### src/rtl/ngv_pwm_pkg.sv
// Shared definitions for the PWM generator: register-select encodings,
// reset defaults and the per-channel write-strobe bundle.
package ngv_pwm_pkg;

   typedef enum logic [1:0] {
      SEL_PER  = 2'd0,
      SEL_DUTY = 2'd1,
      SEL_DT   = 2'd2,
      SEL_RSV  = 2'd3
   } wr_sel_e;

   localparam logic [31:0] PER_RST_DEF  = 32'd42000000;
   localparam logic [31:0] DUTY_RST_DEF = 32'd21000000;

   // Decoded write strobes for a single channel; at most one bit is set.
   typedef struct packed {
      logic per;
      logic duty;
      logic dt;
   } wr_hit_t;

endpackage

### src/rtl/ngv_pwm_ch.sv
// One PWM channel: period counter, shadow/active registers that swap at period end,
// dead-time hold counter and registered complementary outputs.
module ngv_pwm_ch
   import ngv_pwm_pkg::*;
#(
   parameter int              CW       = 32,
   parameter int              DTW      = 8,
   parameter logic [CW-1:0]   PER_RST  = '0,
   parameter logic [CW-1:0]   DUTY_RST = '0
) (
   input  logic          clk,
   input  logic          rst,
   input  logic          en,
   input  wr_hit_t       wr,
   input  logic [CW-1:0] wr_data,
   output logic          out_p,
   output logic          out_n,
   output logic          wrap
);

   logic [CW-1:0]  per_sh_q, per_sh_d, duty_sh_q, duty_sh_d;
   logic [CW-1:0]  per_act_q, per_act_d, duty_act_q, duty_act_d;
   logic [CW-1:0]  cnt_q, cnt_d;
   logic [DTW-1:0] dt_sh_q, dt_sh_d, dt_act_q, dt_act_d;
   logic [DTW-1:0] hold_q, hold_d, hold_c;
   logic           raw, raw_q, raw_d, at_end, pass;
   logic           out_p_q, out_p_d, out_n_q, out_n_d, wrap_q, wrap_d;

   always_comb begin
      per_sh_d   = wr.per  ? wr_data            : per_sh_q;
      duty_sh_d  = wr.duty ? wr_data            : duty_sh_q;
      dt_sh_d    = wr.dt   ? wr_data[DTW-1:0]   : dt_sh_q;
      at_end     = (cnt_q == per_act_q);
      raw        = (cnt_q < duty_act_q);
      // Hold restarts in the very cycle raw changes, so that cycle is already blocked.
      hold_c     = (raw != raw_q) ? '0 : hold_q;
      pass       = (hold_c >= dt_act_q);

      per_act_d  = per_act_q;
      duty_act_d = duty_act_q;
      dt_act_d   = dt_act_q;
      cnt_d      = '0;
      hold_d     = '0;
      raw_d      = 1'b0;
      out_p_d    = 1'b0;
      out_n_d    = 1'b0;
      wrap_d     = 1'b0;

      // Load from the post-write shadow so a same-cycle write wins.
      if (!en || at_end) begin
         per_act_d  = per_sh_d;
         duty_act_d = duty_sh_d;
         dt_act_d   = dt_sh_d;
      end

      if (en) begin
         cnt_d   = at_end ? '0 : cnt_q + CW'(1);
         hold_d  = pass ? hold_c : hold_c + DTW'(1);
         raw_d   = raw;
         out_p_d = raw & pass;
         out_n_d = ~raw & pass;
         wrap_d  = at_end;
      end
   end

   always_ff @(posedge clk or negedge rst) begin
      if (!rst) begin
         per_sh_q   <= PER_RST;
         duty_sh_q  <= DUTY_RST;
         dt_sh_q    <= '0;
         per_act_q  <= PER_RST;
         duty_act_q <= DUTY_RST;
         dt_act_q   <= '0;
         cnt_q      <= '0;
         hold_q     <= '0;
         raw_q      <= 1'b0;
         out_p_q    <= 1'b0;
         out_n_q    <= 1'b0;
         wrap_q     <= 1'b0;
      end else begin
         per_sh_q   <= per_sh_d;
         duty_sh_q  <= duty_sh_d;
         dt_sh_q    <= dt_sh_d;
         per_act_q  <= per_act_d;
         duty_act_q <= duty_act_d;
         dt_act_q   <= dt_act_d;
         cnt_q      <= cnt_d;
         hold_q     <= hold_d;
         raw_q      <= raw_d;
         out_p_q    <= out_p_d;
         out_n_q    <= out_n_d;
         wrap_q     <= wrap_d;
      end
   end

   assign out_p = out_p_q;
   assign out_n = out_n_q;
   assign wrap  = wrap_q;

endmodule

### src/rtl/ngv_pwm_gen.sv
// Multi-channel PWM generator top: decodes configuration writes into per-channel
// strobes and instantiates one ngv_pwm_ch per channel.
module ngv_pwm_gen
   import ngv_pwm_pkg::*;
#(
   parameter  int          CH       = 2,
   parameter  int          CW       = 32,
   parameter  int          DTW      = 8,
   parameter  logic [31:0] PER_RST  = PER_RST_DEF,
   parameter  logic [31:0] DUTY_RST = DUTY_RST_DEF,
   localparam int          CHW      = (CH > 1) ? $clog2(CH) : 1
) (
   input  logic           clk,
   input  logic           rst,
   input  logic [CH-1:0]  en,
   input  logic           wr_en,
   input  logic [CHW-1:0] wr_ch,
   input  logic [1:0]     wr_sel,
   input  logic [CW-1:0]  wr_data,
   output logic [CH-1:0]  out_p,
   output logic [CH-1:0]  out_n,
   output logic [CH-1:0]  wrap
);

   // An out-of-range wr_ch matches no instance and SEL_RSV matches no strobe,
   // so both are dropped without side effects.
   for (genvar i = 0; i < CH; i++) begin : g_ch
      wr_hit_t hit;
      logic    sel_ch;

      assign sel_ch   = wr_en && (wr_ch == CHW'(i));
      assign hit.per  = sel_ch && (wr_sel == SEL_PER);
      assign hit.duty = sel_ch && (wr_sel == SEL_DUTY);
      assign hit.dt   = sel_ch && (wr_sel == SEL_DT);

      ngv_pwm_ch #(
         .CW       (CW),
         .DTW      (DTW),
         .PER_RST  (CW'(PER_RST)),
         .DUTY_RST (CW'(DUTY_RST))
      ) u_ch (
         .clk     (clk),
         .rst     (rst),
         .en      (en[i]),
         .wr      (hit),
         .wr_data (wr_data),
         .out_p   (out_p[i]),
         .out_n   (out_n[i]),
         .wrap    (wrap[i])
      );
   end

endmodule

### config.mk
export PLATFORM = sky130hd
export DESIGN_NAME = ngv_pwm_gen
export DESIGN_NICKNAME = d
export VERILOG_FILES = /design/src/rtl/ngv_pwm_pkg.sv /design/src/rtl/ngv_pwm_ch.sv /design/src/rtl/ngv_pwm_gen.sv
export SDC_FILE = /design/constraint.sdc
export NUM_CORES = 1
export LEC_CHECK = 0
export BUFFER_PORTS_ARGS = -buffer_cell sky130_fd_sc_hd__buf_4
export CAP_MARGIN = 5
export CORE_MARGIN = 2
export CORE_UTILIZATION = 55
export CTS_CLUSTER_SIZE = 16
export DETAILED_ROUTE_END_ITERATION = 6
export PLACE_DENSITY_LB_ADDON = 0.2
export SYNTH_ARGS = -nofsm -noshare
export SYNTH_HDL_FRONTEND = slang
export SYNTH_SLANG_ARGS = --single-unit
### constraint.sdc
create_clock -name clk -period 4.65 [get_ports clk]
set_input_delay 0.465 -clock clk [delete_from_list [all_inputs] [get_ports clk]]
set_output_delay 0.465 -clock clk [all_outputs]
set_load 0.02 [all_outputs]
== After elaboration in Yosys (flattened, before gate mapping) ==
Cells that the tools add are included.
Word-level totals
  register bits: 376
  latch bits: 0
  bits in writable memories: 0
  memory bits (read-only): 0
  input bits: 40
  output and inout bits: 6
  logic and storage cells: 82
  memories kept: 0
Operators by class
  add/sub/neg operators: 4
  multipliers: 0
  divide/modulo/power cells: 0
  $lt $le $gt $ge: 4
  equal/unequal tests: 6
  shift operators: 0
  muxes and demuxes: 24
  bitwise operators: 7
  reductions and logical operators: 13
Operators with widths (count)
  two-way mux 32 bit: 8
  adder 32 x 1 -> 32 bit, second input constant: 2
  == test 32 bit: 2
  less-than comparator 32 bit: 2
  two-way mux 8 bit: 8
  adder 8 x 1 -> 8 bit, second input constant: 2
  greater-or-equal comparator 8 bit: 2
  logical AND 1 bit: 8
  two-way mux 1 bit: 8
  bitwise AND 1 bit: 4
  inverter 1 bit: 3
  == test 2 x 1 -> 1 bit, second input constant: 1
  == test 2 bit, second input constant: 1
  zero test 1 bit: 2
  zero test 2 bit: 1
  logical OR 1 bit: 2
  inequality test 1 bit: 2

== Depth between registers and ports, before layout ==
  depth in word-level cells: 6
  gate-level depth with buffers: 18
  depth with buffers taken out: 17

== Cells and area by module ==
A second synthesis with hierarchy kept.
Unflattened totals
  cell total of the unflattened synthesis: 1406
  area total of the unflattened synthesis: 17651.9 µm²
By module, submodules not included
  ngv_pwm_ch: instances 2, cells each 700, area each 8788.4 µm², seq. area each 4749.6 µm²
  ngv_pwm_gen: instances 1, cells each 6, area each 75.1 µm², seq. area each 0.0 µm²

== Worst setup path after synthesis ==
No wires, ideal clock.
  path kind: reg2reg
  from: register g_ch[0].u_ch.duty_act_q[6]
  to: register g_ch[0].u_ch.hold_q[1]
  library setup time: 0.122 ns
  data arrival time: 4.042 ns
  path slack: 0.487 ns
  stages on the path, launching flop included: 19
  path buffers: 1
  clock period less this slack: 4.163 ns
  cells stage by stage: dfstp_2 inv_1 ha_1 and3_1 a211oi_1 o211ai_1 a2111o_1 a21oi_4 xnor2_1 buf_6 and2_1 ha_1 a21o_1 a2111oi_0 o21ai_0 o211ai_1 inv_1 and3_1 a32o_1
Between the ends
  longest elaborated chain between the ends: 6
  elaborated cells on any way between the ends: 7
Ends and longest elaborated chain
  start, declared: line ngv_pwm_ch.sv:22  | logic [CW-1:0] per_act_q, per_act_d, duty_act_q, duty_act_d;
  start signal, assigned: line ngv_pwm_ch.sv:85  | duty_act_q <= duty_act_d;
  less-than comparator 32 bit *: line ngv_pwm_ch.sv:34  | raw = (cnt_q < duty_act_q);
  inequality test 1 bit *: line ngv_pwm_ch.sv:36  | hold_c = (raw != raw_q) ? '0 : hold_q;
  two-way mux 8 bit *: line ngv_pwm_ch.sv:36
  adder 8 x 1 -> 8 bit or greater-or-equal comparator 8 bit (tied branches): line ngv_pwm_ch.sv:58, ngv_pwm_ch.sv:37
  two-way mux 8 bit *: line ngv_pwm_ch.sv:58  | hold_d = pass ? hold_c : hold_c + DTW'(1);
  two-way mux 8 bit *: line ngv_pwm_ch.sv:56  | if (en) begin
  via g_ch[0].u_ch.hold_d[1]: line ngv_pwm_ch.sv:25  | logic [DTW-1:0] hold_q, hold_d, hold_c;
  end signal, assigned: line ngv_pwm_ch.sv:88  | hold_q <= hold_d;
  end, declared: line ngv_pwm_ch.sv:25
The timed path passes the listed nets; every way through them passes the cells marked *.
A chain may end at the register's enable or synchronous reset.

== Worst setup path after layout ==
  from: register g_ch[0].u_ch.duty_act_q[6]
  to: register g_ch[0].u_ch.hold_q[3]
Same word-level chain as after synthesis.

==> run summary <==
STA classifies the critical path endpoint as a flip-flop. The flip-flop and latch count after synthesis is 376. For this run the aggregate overflow at the end of global routing stands at 0. After synthesis, the share of flip-flops with an asynchronous set or reset is 100%.

CTS saw 376 sinks. Setup slack closes at 0.242 ns. In this run, the number of DRC markers left after iteration 0 of detailed routing was 640.

The final number of hold-violating endpoints was 0. Subtracting the final worst setup slack from the clock period gives 4.41 ns. Based on the critical path, the design can be clocked at up to 227 MHz. Along the worst path, the maximum fanout reaches 6. The tools report the end point of the critical path as g_ch[0].u_ch.hold_q[3]$_DFF_PN0_. Mean instance size in the synthesized netlist: 12.5 um^2. Slew at the pin closest to its max-slew limit: 1.17 ns. The die height is 183 um. The H-tree generated during clock tree synthesis spans 2 levels.

The post-detailed-route DRC marker count is 0, and the total I/O pin count is 46. The worst-case IR drop observed on VDD is 280 uV. The most frequently used cell type in the post-synthesis netlist was sky130_fd_sc_hd__dfrtp_1. The first global-routing pass estimated 59,600 um of wire. In the synthesized netlist the dominant register cell turns out to be sky130_fd_sc_hd__dfrtp_1.

Of the cells placed in the final design, the portion with a size suffix greater than 1 is 33.0%. The routed design has 36,800 um of wire. Entering global routing, the biggest net connects 118 pins.

For the remaining max-slew budget at the tightest pin, the log shows 21.7%. The register-to-register path setup slack came out at 0.24 ns. The detail route stage leaves a number of antenna-violating nets equal to 0. The min-delay analysis places its worst path in the category in2async.

The worst register-to-register path begins at g_ch[0].u_ch.duty_act_q[6]$_DFFE_PN1P_. For the initial antenna violation count, the log shows 0. The tree is rooted in a sky130_fd_sc_hd__clkbuf_16. The tools report the final count of pins violating max slew as 0.

The number of antenna diodes in the final layout is 0. For this design the ratio of total power to cell area is 446 nW/um^2. Relative to the synthesized area, the layout overhead comes to 11.8%. The commonest cells after synthesis are sky130_fd_sc_hd__dfrtp_1 (304), sky130_fd_sc_hd__mux2_2 (290), sky130_fd_sc_hd__xnor2_1 (91).

The analysis attributes to cell leakage a power of 8.88 nW. The maximum buffer depth of the clock tree is 3. TritonCTS built the clock tree.

By startpoint and endpoint, the worst setup path is classified as reg2reg. The source-to-sink clock delay at the later pin of the worst-skew pair is 0.53 ns, and the area of the mapped netlist is 17,700 um^2. Yosys attributes the largest share of cell area to sky130_fd_sc_hd__dfrtp_1 (43%), sky130_fd_sc_hd__mux2_2 (18%), sky130_fd_sc_hd__dfstp_2 (11%). The logs give 1,537 for the post-synth net total and 0 for the Yosys warning count. Hold timing on the final database bottoms out at a slack of 0.0491 ns. For this run, the total global-route usage over all layers was measured as 22.8%. The end of the worst register-to-register path is g_ch[0].u_ch.hold_q[3]$_DFF_PN0_. For the die area, the log shows 33,600 um^2. Launching instance or port of the critical path: g_ch[0].u_ch.duty_act_q[6]$_DFFE_PN1P_. The number of clock buffers inserted by TritonCTS was 39. At the placement stage, the worst setup path has a slack of 0.0467 ns.

The routed layout has 10,706 vias. The number of cells traversed by the worst register-to-register path works out to 18. After detailed routing, the average wire length per cell comes to 19.4 um. The pre-antenna-repair detailed-routing pass consisted of 4 iterations. Number of enable-type register cells in the synthesized netlist: 0.

Setup violations remaining at the end of the flow were counted as 0. The cell type contributing the most total cell area after synthesis is sky130_fd_sc_hd__dfrtp_1. The final clock skew is 0.0211 ns, and the arrival time of the worst setup path is 4.82 ns. Detailed placement ended at an HPWL of 24,800 um.

Measured along the x axis, the die boundary spans 183 um. The number of distinct library cell variants in the gate-level netlist after synthesis is 53. After clock tree synthesis, the clock-pin slew on the worst setup and hold paths is 0.06 ns.

The tool flagged a number of max-cap violations equal to 0. Final period utilization: 94.8%. The number of instances in the synthesized netlist came out at 1,415. The ratio of routed vias to standard cells is 5.63, and the part of the Yosys area used for sequential elements is 53.7%.

The worst setup path is launched from a flip-flop. The number of rows created at floorplan was 65; the via count of the first global-routing pass was 10,709. The routability-driven placement congestion ratio is 0.904.

At the worst endpoint, the required time is 5.06 ns. The run finished with clean final reports. After synthesis, the largest area contributor takes up 43.0% of total cell area.

The area of the core region is 31,600 um^2. The final layout contains 1,592 nets. The effective utilization at floorplan came out at 55.9%. The port buffer count came out at 45.
flip-flops by register name, indices dropped and copies added, names as in the netlist, 16 cells and up:
signal and flops:
g_ch.u_ch.cnt_q 64, g_ch.u_ch.per_act_q 64, g_ch.u_ch.hold_q 16, g_ch.u_ch.duty_sh_q 64, g_ch.u_ch.per_sh_q 64, g_ch.u_ch.dt_act_q 16
g_ch.u_ch.dt_sh_q 16, g_ch.u_ch.duty_act_q 64
layer usage:
layer  vias up  share of wire, %  wire (um)  global-route usage, %
met5         -                 0          0                      0
met3        45               3.4       1260                   3.16
met1      5469                50      18200                   34.8
li1       5028                 -          -                      -
met4         0               2.1        779                   6.11
met2       164                45      16500                   34.4
power by group:
part | internal [mW] | switching, mW
sequential | 4.00 | 0.297
clock | 1.83 | 1.24
combinational | 0.759 | 0.673
per-stage QoR:
stage | TNS (ns) | area, um^2 | power [mW] | std cells | util [%]
after floorplan | 0 | 17700 | 5.31 | 1415 | -
after CTS | 0 | 19700 | 8.89 | 1896 | 62.3
after global placement | 0 | 18500 | 5.72 | 1827 | 58.4
after detailed placement | 0 | 18500 | 5.79 | 1827 | 58.4
final | 0 | 19800 | 8.80 | 1900 | 62.4
after global routing | -0.104 | 19800 | 9.26 | 1900 | 62.4
critical path, stage by stage, from the launching register on:
cell	delay (ns)
sky130_fd_sc_hd__dfstp_2	0.52
sky130_fd_sc_hd__inv_1	0.05
sky130_fd_sc_hd__ha_1	0.29
sky130_fd_sc_hd__and3_1	0.18
sky130_fd_sc_hd__a211oi_1	0.29
sky130_fd_sc_hd__o211ai_1	0.14
sky130_fd_sc_hd__a2111o_1	0.48
sky130_fd_sc_hd__a21oi_4	0.24
sky130_fd_sc_hd__buf_4	0.15
sky130_fd_sc_hd__mux2_2	0.36
sky130_fd_sc_hd__ha_1	0.27
sky130_fd_sc_hd__nand2b_1	0.15
sky130_fd_sc_hd__a211oi_1	0.27
sky130_fd_sc_hd__o21ai_0	0.14
sky130_fd_sc_hd__o211ai_1	0.14
sky130_fd_sc_hd__buf_4	0.19
sky130_fd_sc_hd__nand4_1	0.12
sky130_fd_sc_hd__xnor2_1	0.15
sky130_fd_sc_hd__and3_1	0.17
cells by family (layout without fill, tap and decap cells):
| group | after synthesis | after routing | share of synthesized area (%) |
|---|---|---|---|
| DFF | 376 | 376 | 53.7 |
| adders and majority gates | 82 | 82 | 5.81 |
| AOI/OAI and AO/OA | 91 | 91 | 3.56 |
| muxes | 295 | 295 | 18.8 |
| buffers and inverters | 139 | 222 | 3.19 |
| and+or+nand+nor | 304 | 304 | 8.59 |
| xor gates and xnor gates | 128 | 128 | 6.34 |
cell usage in the layout (no fill, tap or decap), types with 5 or more instances in the layout:
cell,count
sky130_fd_sc_hd__a21o_1,6
sky130_fd_sc_hd__a21oi_1,29
sky130_fd_sc_hd__and2_1,9
sky130_fd_sc_hd__and3_1,29
sky130_fd_sc_hd__and4_1,8
sky130_fd_sc_hd__buf_4,59
sky130_fd_sc_hd__clkbuf_1,11
sky130_fd_sc_hd__clkbuf_16,39
sky130_fd_sc_hd__clkbuf_8,7
sky130_fd_sc_hd__clkinv_2,8
sky130_fd_sc_hd__dfrtp_1,304
sky130_fd_sc_hd__dfstp_2,72
sky130_fd_sc_hd__ha_1,82
sky130_fd_sc_hd__inv_1,90
sky130_fd_sc_hd__mux2_2,290
sky130_fd_sc_hd__mux2i_1,5
sky130_fd_sc_hd__nand2_1,55
sky130_fd_sc_hd__nand2b_1,7
sky130_fd_sc_hd__nand3_1,39
sky130_fd_sc_hd__nand4_1,37
sky130_fd_sc_hd__nor2_1,86
sky130_fd_sc_hd__nor3_1,7
sky130_fd_sc_hd__nor4_1,8
sky130_fd_sc_hd__o211ai_1,5
sky130_fd_sc_hd__o21a_1,6
sky130_fd_sc_hd__o21ai_0,16
sky130_fd_sc_hd__or3_1,6
sky130_fd_sc_hd__xnor2_1,91
sky130_fd_sc_hd__xor2_1,37
how the worst min path moves through the flow:
stage,from,to,slack [ns],cells after the start
finish,rst,g_ch[1].u_ch.per_sh_q[5]$_DFF_PN0_,0.05,1
global route,rst,g_ch[1].u_ch.cnt_q[30]$_DFF_PN0_,0.12,1
CTS,rst,g_ch[1].u_ch.per_sh_q[8]$_DFF_PN0_,0.07,1
detailed placement,g_ch[1].u_ch.duty_sh_q[2]$_DFF_PN0_,g_ch[1].u_ch.duty_sh_q[2]$_DFF_PN0_,0.48,1
global placement,g_ch[1].u_ch.dt_sh_q[4]$_DFF_PN0_,g_ch[1].u_ch.dt_sh_q[4]$_DFF_PN0_,0.47,1
floorplan,rst,g_ch[0].u_ch.cnt_q[0]$_DFF_PN0_,0.17,0
repair_timing:
item,4_1_cts,5_1_grt
setup buffers,0,4
gates resized for setup,0,2
hold buffers,0,0
endpoints found under the setup margin,0,18
final cells by class:
| type | instances | area [um^2] |
|---|---|---|
| sequential | 376 | 9500 |
| inverter | 90 | 338 |
| timing repair buffer | 63 | 518 |
| fill | 2476 | 11900 |
| clock inverter | 12 | 139 |
| multi-input combinational | 900 | 7640 |
| tap | 402 | 503 |
| clock buffer | 57 | 1110 |
Power figures use the tool's default switching activity.
